File: config.mk
export PLATFORM = sky130hd
export DESIGN_NAME = ps2_frame_receiver
export DESIGN_NICKNAME = d
export VERILOG_FILES = /design/src/rtl/ps2_frame_receiver.sv
export SDC_FILE = /design/constraint.sdc
export NUM_CORES = 1
export LEC_CHECK = 0
export BUFFER_PORTS_ARGS = -buffer_cell sky130_fd_sc_hd__buf_4
export CAP_MARGIN = 25
export CORE_AREA = 5 5 107 69
export DETAILED_ROUTE_END_ITERATION = 12
export DIE_AREA = 0 0 112 74
export PLACE_DENSITY = 0.68
export SLEW_MARGIN = 25
export SYNTH_ARGS = -nofsm -noshare
export SYNTH_HDL_FRONTEND = slang
export SYNTH_SLANG_ARGS = --single-unit
File: constraint.sdc
create_clock -name clk -period 2.3 [get_ports clk]
set_clock_uncertainty 0.15 [all_clocks]
set_input_delay 0.23 -clock clk [delete_from_list [all_inputs] [get_ports clk]]
set_output_delay 0.23 -clock clk [all_outputs]
set_load 0.01 [all_outputs]
File: src/rtl/ps2_frame_receiver.sv
// ps2_frame_receiver
//   Receives 11-bit PS/2 device-to-host frames (start, 8 data LSB-first,
//   odd parity, stop) and hands accepted scan codes to the write side of a
//   downstream FIFO.
//
//   Parameters
//     FILTER_LEN     : consecutive equal synchronised ps2_clk samples needed
//                      to change the filtered clock level (2..16)
//     TIMEOUT_CYCLES : idle clk cycles allowed between two filtered falling
//                      edges inside a frame (>= 16)
//
//   Ports
//     clk        in   system clock, also the FIFO write clock
//     rst        in   asynchronous active-high reset
//     ps2_clk    in   PS/2 clock pin (asynchronous)
//     ps2_data   in   PS/2 data pin (asynchronous)
//     fifo_full  in   FIFO full flag
//     data_out   out  last accepted byte
//     w_en       out  one-cycle FIFO write strobe
//     parity_err out  one-cycle pulse, frame dropped on parity failure
//     frame_err  out  one-cycle pulse, frame dropped on bad stop bit/timeout
//     overflow   out  one-cycle pulse, valid frame dropped on fifo_full
//     busy       out  high while a frame is in progress
module ps2_frame_receiver #(
  parameter int FILTER_LEN     = 8,
  parameter int TIMEOUT_CYCLES = 100000
) (
  input  logic       clk,
  input  logic       rst,
  input  logic       ps2_clk,
  input  logic       ps2_data,
  input  logic       fifo_full,
  output logic [7:0] data_out,
  output logic       w_en,
  output logic       parity_err,
  output logic       frame_err,
  output logic       overflow,
  output logic       busy
);

  localparam int TW = $clog2(TIMEOUT_CYCLES);
  localparam logic [TW-1:0] TIMER_MAX = TW'(TIMEOUT_CYCLES - 1);

  typedef enum logic [1:0] {
    IDLE   = 2'd0,
    DATA   = 2'd1,
    PARITY = 2'd2,
    STOP   = 2'd3
  } state_t;

  // Synchronisers: bit 1 is the synchronised value.
  logic [1:0]            clk_sync_q, clk_sync_d;
  logic [1:0]            data_sync_q, data_sync_d;
  logic [FILTER_LEN-1:0] hist_q, hist_d;
  logic                  filt_q, filt_d;

  state_t                state_q, state_d;
  logic [2:0]            bit_cnt_q, bit_cnt_d;
  logic [7:0]            shift_q, shift_d;
  logic                  parity_q, parity_d;
  logic [TW-1:0]         timer_q, timer_d;

  logic [7:0]            data_out_q, data_out_d;
  logic                  w_en_q, w_en_d;
  logic                  parity_err_q, parity_err_d;
  logic                  frame_err_q, frame_err_d;
  logic                  overflow_q, overflow_d;

  logic                  sample_evt;
  logic                  sample_bit;
  logic                  timeout;

  // ---------------------------------------------------------------------
  // Synchronisation and glitch filter
  // ---------------------------------------------------------------------
  always_comb begin
    clk_sync_d  = {clk_sync_q[0], ps2_clk};
    data_sync_d = {data_sync_q[0], ps2_data};
    hist_d      = {hist_q[FILTER_LEN-2:0], clk_sync_q[1]};
    filt_d      = filt_q;
    if (&hist_q) begin
      filt_d = 1'b1;
    end else if (~|hist_q) begin
      filt_d = 1'b0;
    end
  end

  // The event is the cycle in which the filtered level is about to drop,
  // so the data sampled alongside it is the synchronised bit of that cycle.
  assign sample_evt = filt_q & ~filt_d;
  assign sample_bit = data_sync_q[1];

  // ---------------------------------------------------------------------
  // Inter-edge timeout
  // ---------------------------------------------------------------------
  assign timeout = (state_q != IDLE) && (timer_q == TIMER_MAX);

  always_comb begin
    timer_d = timer_q;
    if ((state_q == IDLE) || sample_evt) begin
      timer_d = '0;
    end else if (timer_q != TIMER_MAX) begin
      // Saturate rather than wrap; a timeout returns to IDLE next cycle
      // which clears the timer anyway.
      timer_d = timer_q + 1'b1;
    end
  end

  // ---------------------------------------------------------------------
  // Frame FSM and registered outcome pulses
  // ---------------------------------------------------------------------
  always_comb begin
    state_d      = state_q;
    bit_cnt_d    = bit_cnt_q;
    shift_d      = shift_q;
    parity_d     = parity_q;
    data_out_d   = data_out_q;
    w_en_d       = 1'b0;
    parity_err_d = 1'b0;
    frame_err_d  = 1'b0;
    overflow_d   = 1'b0;

    if (timeout) begin
      // A sample coinciding with the timeout is deliberately dropped.
      state_d     = IDLE;
      frame_err_d = 1'b1;
    end else if (sample_evt) begin
      case (state_q)
        IDLE: begin
          if (!sample_bit) begin
            state_d   = DATA;
            bit_cnt_d = 3'd0;
          end
        end
        DATA: begin
          shift_d   = {sample_bit, shift_q[7:1]};
          bit_cnt_d = bit_cnt_q + 3'd1;
          if (bit_cnt_q == 3'd7) begin
            state_d = PARITY;
          end
        end
        PARITY: begin
          parity_d = sample_bit;
          state_d  = STOP;
        end
        STOP: begin
          state_d = IDLE;
          if (!sample_bit) begin
            frame_err_d = 1'b1;
          end else if ((^shift_q ^ parity_q) != 1'b1) begin
            parity_err_d = 1'b1;
          end else if (fifo_full) begin
            overflow_d = 1'b1;
          end else begin
            w_en_d     = 1'b1;
            data_out_d = shift_q;
          end
        end
        default: state_d = IDLE;
      endcase
    end
  end

  always_ff @(posedge clk or posedge rst) begin
    if (rst) begin
      clk_sync_q   <= 2'b11;
      data_sync_q  <= 2'b11;
      hist_q       <= '1;
      filt_q       <= 1'b1;
      state_q      <= IDLE;
      bit_cnt_q    <= 3'd0;
      shift_q      <= 8'h00;
      parity_q     <= 1'b0;
      timer_q      <= '0;
      data_out_q   <= 8'h00;
      w_en_q       <= 1'b0;
      parity_err_q <= 1'b0;
      frame_err_q  <= 1'b0;
      overflow_q   <= 1'b0;
    end else begin
      clk_sync_q   <= clk_sync_d;
      data_sync_q  <= data_sync_d;
      hist_q       <= hist_d;
      filt_q       <= filt_d;
      state_q      <= state_d;
      bit_cnt_q    <= bit_cnt_d;
      shift_q      <= shift_d;
      parity_q     <= parity_d;
      timer_q      <= timer_d;
      data_out_q   <= data_out_d;
      w_en_q       <= w_en_d;
      parity_err_q <= parity_err_d;
      frame_err_q  <= frame_err_d;
      overflow_q   <= overflow_d;
    end
  end

  assign data_out   = data_out_q;
  assign w_en       = w_en_q;
  assign parity_err = parity_err_q;
  assign frame_err  = frame_err_q;
  assign overflow   = overflow_q;
  assign busy       = (state_q != IDLE);

endmodule

# After elaboration in Yosys (flattened, before gate mapping)
# Cells that the tools add are included.
[word_totals]
ff_bits = 56
in_bits = 5
out_inout_bits = 13
elab_cells = 77
[classes]
add_sub_neg = 2
n_eq_ne = 9
n_mux = 32
bitwise_logic = 5
reduce_logical = 15
[ops]
columns = ["op", "count"]
rows = [
  ["$mux W17", 2],
  ["$mux W1", 23],
  ["$add A17 B1 Y17 const B", 1],
  ["$eq A17 B17 Y1 const B", 1],
  ["$ne A17 B17 Y1 const B", 1],
  ["$reduce_and A3 Y1", 3],
  ["$mux W2", 4],
  ["$pmux W2 S4", 1],
  ["$reduce_and A8 Y1", 1],
  ["$reduce_bool A2 Y1", 4],
  ["$reduce_or A8 Y1", 1],
  ["$reduce_xor A8 Y1", 1],
  ["$ne A3 B3 Y1 const B", 2],
  ["$pmux W3 S2", 1],
  ["$reduce_and A6 Y1", 1],
  ["$eq A2 B2 Y1 const B", 2],
  ["$reduce_and A4 Y1", 1],
  ["$add A3 B1 Y3 const B", 1],
  ["$eq A3 B3 Y1 const B", 1],
  ["$mux W3", 1],
  ["$not A1 Y1", 3],
  ["$eq A2 B1 Y1 const B", 1],
  ["$logic_not A2 Y1", 1],
  ["$ne A2 B2 Y1 const B", 1],
  ["4 further kinds", 4],
]

# Longest topological paths before layout
[depth]
depth_word = 7
depth_mapped = 7
depth_no_buf = 6

# Worst setup path before layout
# OpenSTA, ideal clock, no wires.
[synth_timing]
path_kind = "flip-flop to flip-flop"
from = "register timer_q[0]"
to = "register data_out_q[0], in the netlist data_out[0]"
t_arrival_ps = 1774
required_time_ps = 2025
slack_ps = 251
stages_incl_launch_ff = 7
synth_period_minus_slack_ps = 2049
cell_sequence = "dfrtp_1 -> ha_1 -> and4bb_2 -> nand4_4 -> o21ai_2 -> nand3b_4 -> mux2_2"
[synth_via]
elab_chain_len = 4
[synth_rtl]
columns = ["item", "line_no", "source"]
rows = [
  ["from (decl)", "61", "logic [TW-1:0] timer_q, timer_d;"],
  ["from (signal assigned)", "189", "timer_q <= timer_d;"],
  ["$eq A17 B17 Y1", "96", "assign timeout = (state_q != IDLE) && (timer_q == TIMER_MAX);"],
  ["$logic_and A1 B1 Y1", "96", ""],
  ["$not A1 Y1 (no line)", "--", ""],
  ["$reduce_and A6 Y1 (no line)", "--", ""],
  ["to (signal assigned)", "190", "data_out_q <= data_out_d;"],
  ["to (decl)", "63", "logic [7:0] data_out_q, data_out_d;"],
]
# No other way between the ends.
# A chain may end at the register's enable or synchronous reset.

# Worst setup path after layout
# Same ends and word-level chain as after synthesis.

==> flow_metrics.py <==
metrics = {
    "floorplan": {
        "initial_core_util": 0.394,
        "die_area_um2": 8290,
        "num_rows": 23,
        "fp.dieH_um": 74,
        "die_w_um": 112,
        "core_area_um2": 6360,
        "ios": 18,
    },
    "grt": {
        "antenna_found_initial": 0,
        "grt.overflow.total": 0,
        "first_global_vias": 1585,
        "grt_pass1_wl_um": 7950,
        "grt_usage": 0.123,
        "grt_max_degree": 23,
    },
    "pwr": {
        "cellPowerDensity_nw_per_um2": 646,
        "p_leak_nw": 1.39,
        "vdd_drop_max_uv": 279,
        "p_total_w": 0.00193,
    },
    "setup_path": {
        "path_delay_family": "simple AND/OR/NAND/NOR gates",
        "critPathBufInv": 0,
        "critPathArrivalTime_ns": 2.21,
        "critPathSlowestCell": "dfrtp_1",
        "r2r_setup_slack_ns": 0.14,
        "critPathRequiredTime_ns": 2.35,
        "critical_path.cell_chain": "ha_2, and4bb_2, nand4_4, o21ai_2, nand3b_4, mux2_2",
        "r2r_cells": 6,
        "worstReg2RegEnd": "data_out[0]",
        "timing.rr.start": "timer_q[0]",
        "cp-start-kind": "flip-flop",
        "end_kind": "flip-flop",
        "critPathMaxStageDelay_ns": 0.44,
        "critical_path_class": "reg2reg",
        "cp_max_fo": 9,
    },
    "clock_tree": {
        "clock_latency_ns": 0.31,
        "path_clk_slew_ns": 0.10,
        "clock_sinks": 56,
        "numCtsBuffers": 5,
        "clockRootBuffer": "clkbuf_8",
        "cts_buffer_depth": 2,
        "cts_tree": "done",
        "htree_levels": 2,
    },
    "finish": {
        "nFillCells": 590,
        "final_nets": 246,
        "antenna_cells": 0,
        "syn2layout_area_growth_pct": 19.1,
        "drive_above_1_share": 0.316,
    },
    "route": {
        "drtIter0Drc": 83,
        "vias": 1563,
        "wl_per_cell_um": 14.6,
        "drtAntennaViolNets": 0,
        "dr.pass1.iters": 4,
        "via_per_inst": 4.87,
        "drcViolationCount": 0,
        "postRouteWirelength_um": 4680,
    },
    "sta": {
        "finalCritPeriodShare": 0.938,
        "max_freq_mhz": 463,
        "hold_viol": 0,
        "drv_slew": 0,
        "setup_viol": 0,
        "tns_ns": 0,
        "rsz0062_at_grt": "no",
        "fin_crit_ns": 2.16,
        "worstMarginPinSlew_ns": 0.532,
        "slew_headroom": 0.643,
    },
    "yosys": {
        "synth_top_area_frac": 0.430,
        "synth_compound_area_frac": 0.0315,
        "ys_warn_count": 0,
        "synth-xor-area-share": 0.0890,
        "synth_mux_area_frac": 0.0890,
        "ys_ff_latch": 56,
        "synthArstFlopShare": 1.00,
        "dominantRegCellSynth": "dfrtp_1",
        "synth_fa_ha_area_frac": 0.0400,
        "synth-seq-area-share": 0.566,
        "netlist_area_um2": 2500,
        "synth_edf_count": 0,
        "synth_top_family_by_area": "simple AND/OR/NAND/NOR gates",
        "synth_top_area_cell": "dfrtp_1",
        "synth_fp_nets": 215,
        "syn_inst": 202,
        "synthTopCellsByArea": "dfrtp_1, dfstp_2, mux2_2, xor2_1, ha_1",
        "yosysUniqueCellTypes": 34,
        "synthSimpleGateAreaFrac": 0.169,
        "synth_area_per_cell_um2": 12.4,
    },
    "hold_path": {
        "hp-class": "in2reg",
        "min_path_cells": 3,
        "min_to": "overflow",
        "hold_path_startpoint": "fifo_full",
    },
    "placement": {
        "globalplace.congestion": 0.875,
        "port_buffers": 17,
        "dp_hpwl_um": 3340,
    },
    "flow_run": {
        "maxCapViolCount": 0,
    },
    "status": {
        "status": "finished, final reports clean",
    },
}
-- sequential cells by signal, summed over array words and instances, names as in the netlist, 2 cells and up --
name / cells
timer_q: 17
data_out: 8
hist_q: 8
shift_q: 8
bit_cnt_q: 3
clk_sync_q: 2
data_sync_q: 2
state_q: 2
-- report_power, final --
part	internal (W)	switching (W)
Combinational	0.0000140	0.0000254
Clock	0.000544	0.000322
Sequential	0.00101	0.0000120
Total	0.00157	0.000360
-- what timing repair did --
action	CTS	global route
setup buffers	0	0
setup endpoints to repair	0	2
hold buffers	3	0
hold endpoints to repair	13	0
resized for setup	0	3
-- worst max-delay path by stage --
stage | slack, ns | start | endpoint | cells after the start
3_3_place_gp | 0.20 | hist_q[5] | state_q[0] | 6
4_1_cts | 0.1 | timer_q[0] | data_out[0] | 6
3_5_place_dp | 0.11 | timer_q[0] | data_out[0] | 6
6_report | 0.14 | timer_q[0] | data_out[0] | 6
2_1_floorplan | 0.25 | timer_q[0] | data_out[0] | 6
5_1_grt | 0.04 | timer_q[5] | data_out[0] | 5
-- cell type report --
type,count,area [um^2],area share
inverters,8,30.0,0.0101
repair buffers,26,203,0.0680
clock inverters,3,90.1,0.0302
multi-input cells,136,1060,0.357
flip-flops and latches,56,1420,0.475
clock buffers,5,68.8,0.0231
well taps,87,109,0.0365
-- cell families (layout without fill, tap and decap cells) --
family | count (synthesis) | in the layout
AOI/OAI and AO/OA | 9 | 9
xor gates and xnor gates | 23 | 23
adders and majority gates | 8 | 8
buffers and inverters | 10 | 42
DFF | 56 | 56
muxes | 20 | 20
and+or+nand+nor | 76 | 76
-- through the flow --
stage / setup WS, ns / hold slack [ns] / std cells / util / area (um^2)
2_1_floorplan: 0.251 / 0.0845 / 202 / - / 2500
5_1_grt: 0.0358 / 0.0188 / 321 / 0.469 / 2980
6_report: 0.142 / 0.0142 / 321 / 0.469 / 2980
3_3_place_gp: 0.202 / 0.115 / 310 / 0.437 / 2780
4_1_cts: 0.0950 / 0.00225 / 321 / 0.466 / 2970
3_5_place_dp: 0.108 / 0.126 / 310 / 0.437 / 2780
-- metal layers --
layer  track usage  vias to the layer above  routed length (um)
met2         0.174                       21                1950
met3        0.0309                        6                 150
met5             0                        -                   0
li1              -                      761                   -
met4        0.0387                        0                  62
met1         0.184                      775                2520
-- worst register-to-register path, delay by kind of cell, from the launching register on --
kind                       cells  cell delay, ns
AOI/OAI and AO/OA              1            0.21
adders and majority gates      1            0.25
DFF                            1            0.44
muxes                          1            0.36
and+or+nand+nor                3            0.63
-- Yosys cell counts (all sizes together) (2+ instances only) --
library cell and number:
a22o 2, and3 5, and4bb 2, clkbuf 2, dfrtp 43, dfstp 13, ha 8, inv 8
mux2 18, mux2i 2, nand2 11, nand3 10, nand3b 2, nand4 7, nor2 26, nor3 5
nor4 3, nor4b 3, o21ai 3, xnor2 9, xor2 13
-- placed cells by master, fill, tap and decap left out, types with 2 or more instances in the layout --
cell / n
dfrtp_1: 43
nor2_1: 26
buf_4: 23
mux2_2: 18
xor2_1: 13
dfstp_2: 13
nand2_1: 11
nand3_1: 10
xnor2_1: 8
inv_1: 7
ha_1: 7
nand4_1: 6
and3_1: 5
nor3_1: 5
clkbuf_8: 5
bufinv_16: 3
dlygate4sd3_1: 3
and4bb_2: 2
nor4_1: 2
mux2i_1: 2
nor4b_1: 2
a22o_1: 2
Note: power is estimated with default switching activity, not from simulation.
